==> config.mk <==
export PLATFORM = sky130hd
export DESIGN_NAME = evg_seq
export DESIGN_NICKNAME = d
export VERILOG_FILES = /design/src/rtl/evg_seq.sv
export SDC_FILE = /design/constraint.sdc
export NUM_CORES = 1
export LEC_CHECK = 0
export CAP_MARGIN = 20
export CELL_PAD_IN_SITES_DETAIL_PLACEMENT = 0
export CELL_PAD_IN_SITES_GLOBAL_PLACEMENT = 1
export CORE_MARGIN = 2
export CORE_UTILIZATION = 40
export CTS_CLUSTER_SIZE = 14
export DETAILED_ROUTE_END_ITERATION = 10
export GPL_ROUTABILITY_DRIVEN = 0
export PLACE_DENSITY = 0.79
export SLEW_MARGIN = 20
export SYNTH_ARGS = -nofsm -noshare
export SYNTH_HDL_FRONTEND = slang
export SYNTH_SLANG_ARGS = --single-unit
==> constraint.sdc <==
create_clock -name clk -period 7.1 [get_ports clk]
set_clock_uncertainty 0.1 [all_clocks]
set_input_delay 1.065 -clock clk [delete_from_list [all_inputs] [get_ports clk]]
set_output_delay 1.065 -clock clk [all_outputs]
set_load 0.02 [all_outputs]
==> src/rtl/evg_seq.sv <==
// ---------------------------------------------------------------------------
// evg_seq -- event generator sequencer.
//
// Emits one event code per clock on `ev`. Sources, highest priority first:
//   1. the periodic sync event (sync_code, once every sync_prd cycles),
//   2. four delayed slot events armed by each sync tick (slot0..slot3),
//   3. a small software event queue (FIFO) fed by a valid/ready handshake.
// A grant in cycle n shows up on `ev` in cycle n+1. Code 0 means "no event".
//
// Ports:
//   clk        in   clock, everything on the rising edge
//   aresetn    in   synchronous active-low reset
//   ena        in   enables the period counter and slot timers
//   sync_code  in   code emitted on each sync tick (0 = tick without sync)
//   sync_prd   in   sync period in cycles (0 behaves as 1)
//   slot_code  in   per-slot code, 0 disables the slot
//   slot_dly   in   per-slot delay after the tick, in cycles
//   sw_valid   in   software push request
//   sw_ready   out  queue can accept a push
//   sw_code    in   software event code (0 is accepted and discarded)
//   ev         out  transmitted event code (registered)
//   sync       out  high while ev carries the sync code
//   lost_cnt   out  saturating count of slot events dropped by a new tick
// ---------------------------------------------------------------------------
module evg_seq #(
  parameter int EV_W       = 8,
  parameter int PRD_W      = 16,
  parameter int FIFO_DEPTH = 4
) (
  input  logic                  clk,
  input  logic                  aresetn,
  input  logic                  ena,
  input  logic [EV_W-1:0]       sync_code,
  input  logic [PRD_W-1:0]      sync_prd,
  input  logic [3:0][EV_W-1:0]  slot_code,
  input  logic [3:0][PRD_W-1:0] slot_dly,
  input  logic                  sw_valid,
  output logic                  sw_ready,
  input  logic [EV_W-1:0]       sw_code,
  output logic [EV_W-1:0]       ev,
  output logic                  sync,
  output logic [7:0]            lost_cnt
);

  localparam int AW = (FIFO_DEPTH > 1) ? $clog2(FIFO_DEPTH) : 1;
  localparam logic [PRD_W-1:0] PRD_ZERO = {PRD_W{1'b0}};
  localparam logic [PRD_W-1:0] PRD_ONE  = PRD_W'(1'b1);
  localparam logic [EV_W-1:0]  EV_ZERO  = {EV_W{1'b0}};
  localparam logic [AW-1:0]    PTR_ONE  = AW'(1'b1);
  localparam logic [AW:0]      OCC_ONE  = (AW+1)'(1'b1);
  localparam logic [AW:0]      OCC_ZERO = {(AW+1){1'b0}};
  localparam logic [AW:0]      OCC_FULL = (AW+1)'(FIFO_DEPTH);

  // period counter
  logic [PRD_W-1:0] prd_m1_s;
  logic [PRD_W-1:0] cnt_r;
  logic             tick_s;
  logic             sync_req_s;

  // slots
  logic [3:0]            active_r;
  logic [3:0]            pend_r;
  logic [3:0][PRD_W-1:0] tmr_r;
  logic [3:0][EV_W-1:0]  code_r;
  logic [3:0]            load_s;
  logic [3:0]            dly0_s;
  logic [3:0]            now_s;
  logic [3:0]            req_s;
  logic [3:0]            drop_s;
  logic [3:0][EV_W-1:0]  sel_code_s;
  logic [2:0]            n_drop_s;
  logic [8:0]            lost_sum_s;
  logic [7:0]            lost_r;

  // software queue
  logic [EV_W-1:0] fifo_mem_r [FIFO_DEPTH];
  logic [AW-1:0]   wr_ptr_r;
  logic [AW-1:0]   rd_ptr_r;
  logic [AW:0]     occ_r;
  logic            push_s;
  logic            pop_s;
  logic            fifo_req_s;

  // arbitration
  logic            found_s;
  logic            gnt_sync_s;
  logic [3:0]      gnt_slot_s;
  logic            gnt_fifo_s;
  logic [EV_W-1:0] gnt_code_s;

  // output registers
  logic [EV_W-1:0] ev_r;
  logic            sync_r;

  assign ev       = ev_r;
  assign sync     = sync_r;
  assign lost_cnt = lost_r;

  // Reload value; a period of 0 is folded onto 1 so the counter never underflows.
  always_comb begin
    prd_m1_s = PRD_ZERO;
    if (sync_prd == PRD_ZERO) begin
      prd_m1_s = PRD_ZERO;
    end else begin
      prd_m1_s = sync_prd - PRD_ONE;
    end
  end

  assign tick_s     = ena && (cnt_r == PRD_ZERO);
  assign sync_req_s = tick_s && (sync_code != EV_ZERO);

  // Period counter: held at the reload value while disabled or in reset.
  always_ff @(posedge clk) begin
    if (!aresetn || !ena) begin
      cnt_r <= prd_m1_s;
    end else if (cnt_r == PRD_ZERO) begin
      cnt_r <= prd_m1_s;
    end else begin
      cnt_r <= cnt_r - PRD_ONE;
    end
  end

  // Per-slot request decode. A zero delay requests in the tick cycle itself,
  // so its code must come straight from the input rather than the latched copy.
  always_comb begin
    load_s     = 4'b0000;
    dly0_s     = 4'b0000;
    now_s      = 4'b0000;
    req_s      = 4'b0000;
    sel_code_s = '{default: EV_ZERO};
    for (int i = 0; i < 4; i++) begin
      load_s[i] = tick_s && (slot_code[i] != EV_ZERO);
      dly0_s[i] = (slot_dly[i] == PRD_ZERO);
      now_s[i]  = load_s[i] && dly0_s[i];
      req_s[i]  = pend_r[i] || (active_r[i] && (tmr_r[i] == PRD_ZERO)) || now_s[i];
      if (now_s[i]) begin
        sel_code_s[i] = slot_code[i];
      end else begin
        sel_code_s[i] = code_r[i];
      end
    end
  end

  assign fifo_req_s = (occ_r != OCC_ZERO);

  // Fixed-priority grant: sync, slot0..slot3, then the queue head.
  always_comb begin
    found_s    = 1'b0;
    gnt_sync_s = 1'b0;
    gnt_slot_s = 4'b0000;
    gnt_fifo_s = 1'b0;
    gnt_code_s = EV_ZERO;
    if (sync_req_s) begin
      gnt_sync_s = 1'b1;
      gnt_code_s = sync_code;
      found_s    = 1'b1;
    end else begin
      found_s    = 1'b0;
    end
    for (int i = 0; i < 4; i++) begin
      if (!found_s && req_s[i]) begin
        gnt_slot_s[i] = 1'b1;
        gnt_code_s    = sel_code_s[i];
        found_s       = 1'b1;
      end else begin
        gnt_slot_s[i] = 1'b0;
      end
    end
    if (!found_s && fifo_req_s) begin
      gnt_fifo_s = 1'b1;
      gnt_code_s = fifo_mem_r[rd_ptr_r];
    end else begin
      gnt_fifo_s = 1'b0;
    end
  end

  // A slot still holding an unsent event (timer running or request waiting)
  // when the next tick arrives loses that event.
  always_comb begin
    drop_s   = 4'b0000;
    n_drop_s = 3'd0;
    for (int i = 0; i < 4; i++) begin
      drop_s[i] = tick_s && (pend_r[i] || active_r[i]) && !gnt_slot_s[i];
      n_drop_s  = n_drop_s + {2'b00, drop_s[i]};
    end
    lost_sum_s = {1'b0, lost_r} + {6'b000000, n_drop_s};
  end

  // Slot timers and pending requests; all cleared when disabled.
  always_ff @(posedge clk) begin
    for (int i = 0; i < 4; i++) begin
      if (!aresetn || !ena) begin
        active_r[i] <= 1'b0;
        pend_r[i]   <= 1'b0;
        tmr_r[i]    <= PRD_ZERO;
        code_r[i]   <= EV_ZERO;
      end else if (load_s[i]) begin
        code_r[i] <= slot_code[i];
        if (dly0_s[i]) begin
          active_r[i] <= 1'b0;
          tmr_r[i]    <= PRD_ZERO;
          pend_r[i]   <= !gnt_slot_s[i];
        end else begin
          // Tick cycle counts as timer value slot_dly, so store one less.
          active_r[i] <= 1'b1;
          tmr_r[i]    <= slot_dly[i] - PRD_ONE;
          pend_r[i]   <= 1'b0;
        end
      end else if (tick_s) begin
        active_r[i] <= 1'b0;
        pend_r[i]   <= 1'b0;
      end else begin
        pend_r[i] <= req_s[i] && !gnt_slot_s[i];
        if (active_r[i] && (tmr_r[i] == PRD_ZERO)) begin
          active_r[i] <= 1'b0;
        end else if (active_r[i]) begin
          tmr_r[i] <= tmr_r[i] - PRD_ONE;
        end else begin
          tmr_r[i] <= tmr_r[i];
        end
      end
    end
  end

  // Saturating lost-event counter.
  always_ff @(posedge clk) begin
    if (!aresetn) begin
      lost_r <= 8'd0;
    end else if (lost_sum_s > 9'd255) begin
      lost_r <= 8'hFF;
    end else begin
      lost_r <= lost_sum_s[7:0];
    end
  end

  // Ready looks only at registered occupancy, so a full queue refuses a
  // push even in the cycle it pops.
  assign sw_ready = aresetn && (occ_r != OCC_FULL);
  assign push_s   = sw_valid && sw_ready && (sw_code != EV_ZERO);
  assign pop_s    = gnt_fifo_s;

  // Queue storage (no reset needed, occupancy guards every read).
  always_ff @(posedge clk) begin
    if (push_s) begin
      fifo_mem_r[wr_ptr_r] <= sw_code;
    end
  end

  // Queue pointers and occupancy.
  always_ff @(posedge clk) begin
    if (!aresetn) begin
      wr_ptr_r <= {AW{1'b0}};
      rd_ptr_r <= {AW{1'b0}};
      occ_r    <= OCC_ZERO;
    end else begin
      if (push_s) begin
        wr_ptr_r <= wr_ptr_r + PTR_ONE;
      end
      if (pop_s) begin
        rd_ptr_r <= rd_ptr_r + PTR_ONE;
      end
      case ({push_s, pop_s})
        2'b10:   occ_r <= occ_r + OCC_ONE;
        2'b01:   occ_r <= occ_r - OCC_ONE;
        default: occ_r <= occ_r;
      endcase
    end
  end

  // Registered event output, one cycle after the grant.
  always_ff @(posedge clk) begin
    if (!aresetn) begin
      ev_r   <= EV_ZERO;
      sync_r <= 1'b0;
    end else begin
      ev_r   <= gnt_code_s;
      sync_r <= gnt_sync_s;
    end
  end

endmodule

==> impl_metrics.toml <==
[synthesis]
ys_ff_latch = 178
syn-cell-area_um2 = 11000
ys_warn_count = 0
synth_area_leaders = "dfxtp_1, edfxtp_1, xnor2_1, nor2_1, a21oi_1"
avgSynthCellArea_um2 = 8.20
synth_cell_type_count = 82
synth_top_area_share_pct = 26.5
postSynth.asyncResetShare_pct = 0
synth_fp_nets = 1503
ys_seq_area_share_pct = 35.3
synthCells = 1343
synth_edf_count = 32
ys.flop_type = "dfxtp_1"
yosysTopAreaCell = "dfxtp_1"

[cts]
cts_resized = 0
cts_setup_buffers = 0
numCtsBuffers = 17
cts_tree = "yes"
clkSlewWorstSetupHoldPaths_ns = 0.08
clock_path_buffers = 2
ctsHoldBuffers = 0
cts.sinks = 178
worstSkewPairLatency_ns = 0.45
cts_max_level = 4
clock-root-buffer = "clkbuf_16"

[grt]
grt_pass1_wl_mm = 50.1
overflow = 0
grt_start_max_net_pins = 85
grt_usage_pct = 21.7
antenna_found_initial = 0
first_global_vias = 9649

[detailed_routing]
ant_nets = 0
drt-total-wl_mm = 31.2
drt_iter0_markers = 717
vias = 10400
drt-wirelength-per-cell_um = 17.1
drc = 0
dr.pass1.iters = 5
via_per_inst = 5.69

[timing]
setup_violations = 0
setup_tns_ns = 0
maxSlewHeadroom_pct = 20.0
finalHoldViolations = 0
drv_slew = 0
post-route-period-util_pct = 79.3
max_freq_mhz = 178
tightest_slew_ns = 1.19
rsz0062_at_grt = "no"
fin_crit_ns = 5.63

[critical_path]
endpoint_kind = "flip-flop"
critPathMaxFanout = 11
cp_slowest_stage_delay_ns = 0.87
cp.required_ns = 7.35
worstSetupPathType = "primary input to flip-flop"
crit_chain = "clkdlybuf4s50_1 > nor4_1 > nand4_1 > or4_1 > and2_1 > o221ai_1 > fa_1 > fa_1 > inv_1 > fa_1 > and3_1 > nand2_1 > or2_2 > a21oi_1"
cp_data_arrival_time_ns = 5.88
cpMaxStageDelayCell = "nor4_1"
cpMostUsedCell = "fa_1"
startpoint_type = "primary input"
critical-path-top-delay-family = "simple AND/OR/NAND/NOR gates"
crit_buf_inv = 2

[final_layout]
final_cell_mix = "nor2_1, clkdlybuf4s50_1, dfxtp_1"
final_common_cell = "nor2_1"
nets = 1630
nFillCells = 2643
design_area_um2 = 13500
drive_above_1_share_pct = 7.15
diodes = 0
area.growth.synth_to_final_pct = 22.5

[placement]
placed_area_um2 = 12800
place.detailed.hpwl_mm = 23.2
port_buffers = 149

[floorplan]
core_area_um2 = 27000
io_pins = 150
die_w_um = 170
initial_core_util_pct = 40.8
die-area_um2 = 28900
num_rows = 60
die_h_um = 170

[status]
outcome = "finished, final reports clean"

[power_and_ir_drop]
ir_worst_vdd_uv = 143
leakage_nw = 4.68
p_per_area_nw_per_um2 = 194

[flow_run]
maxCapViolCount = 0

[hold_path]
hold_class = "flip-flop to flip-flop"
metal layers:
metal / track usage (%) / vias to the layer above / routed length [um]
li1: - / 5172 / -
met1: 29.8 / 4900 / 14700
met2: 35.2 / 274 / 14400
met3: 3.65 / 33 / 1590
met4: 5.83 / 0 / 495
met5: 0 / - / 0
flip-flops by register name, summed over array words and instances (netlist names), 2 cells and up, named ones only:
signal	flops
pend_r	4
cnt_r	16
fifo_mem_r	32
rd_ptr_r	2
code_r	32
occ_r	3
ev	8
tmr_r	64
lost_cnt	8
wr_ptr_r	2
active_r	4
worst register-to-register path, cell delays in order, from the launching register on:
cell	delay, ns
dfxtp_1	0.32
inv_1	0.10
ha_1	0.17
or4b_2	0.59
nor4_1	0.64
a21oi_1	0.33
nand4_4	0.26
o221ai_1	0.15
fa_1	0.49
fa_1	0.47
inv_1	0.09
fa_1	0.19
and3_1	0.17
nand2_1	0.10
or2_2	0.37
a21oi_1	0.15
synthesized netlist by cell type (24+ instances only):
master,n
ha_1,24
edfxtp_1,32
xor2_1,30
clkbuf_1,43
nand2_1,137
nand3_1,25
a31oi_1,28
nor4_1,31
a21oi_1,111
nor3_1,76
dfxtp_1,146
nand4_1,27
nor2_1,151
xnor2_1,71
inv_1,53
o21ai_0,54
cell families (layout without fill, tap and decap cells):
kind of cell             Yosys count  in the layout  share of synthesized area [%]
multiplexers                      24             24                           3.18
AO/OA/AOI/OAI                    316            316                           18.4
adder cells (fa/ha/maj)           28             28                           3.45
buffers and inverters            109            249                           3.90
AND/OR/NAND/NOR                  587            587                           27.8
XOR/XNOR                         101            101                           8.03
flip-flops                       178            178                           35.3
through the flow:
stage          std cells  util (%)  setup WS [ns]  power, mW  hold WS, ns
2_1_floorplan       1343         -           2.23       1.43        0.328
3_3_place_gp        1792      47.5           1.18       1.65        0.334
3_5_place_dp        1792      47.5           1.02       1.65        0.343
4_1_cts             1824      49.9           1.46       2.64        0.355
5_1_grt             1824      49.9           1.13       2.73        0.372
6_report            1824      49.9           1.47       2.62        0.354
layout make-up:
class                      instances  area [um^2]  share of cell area [%]
sequential                       178         3880                    28.8
inverter                          54          203                    1.50
clock inverter                    15          206                    1.53
multi-input combinational       1056         6750                    50.0
timing repair buffer             163         1600                    11.8
tap                              341          427                    3.16
clock buffer                      17          425                    3.15
path summary, 6_finish.rpt:
| kind | from | end | slack [ns] | cells past startpoint |
|---|---|---|---|---|
| setup / recovery | slot_dly[38] | lost_cnt[0] | 1.47 | 14 |
| hold / removal | code_r[19] | code_r[19] | 0.35 | 2 |
| setup reg to reg | tmr_r[0] | lost_cnt[0] | 2.31 | 15 |
| hold reg to reg | code_r[19] | code_r[19] | 0.35 | 2 |
report_power, final:
group / internal (mW) / total (mW) / switching [mW]
registers: 1.08 / 1.12 / 0.0446
logic: 0.239 / 0.504 / 0.265
clock network: 0.492 / 0.993 / 0.501
total: 1.81 / 2.62 / 0.810
Note: power is estimated with default switching activity, not from simulation.
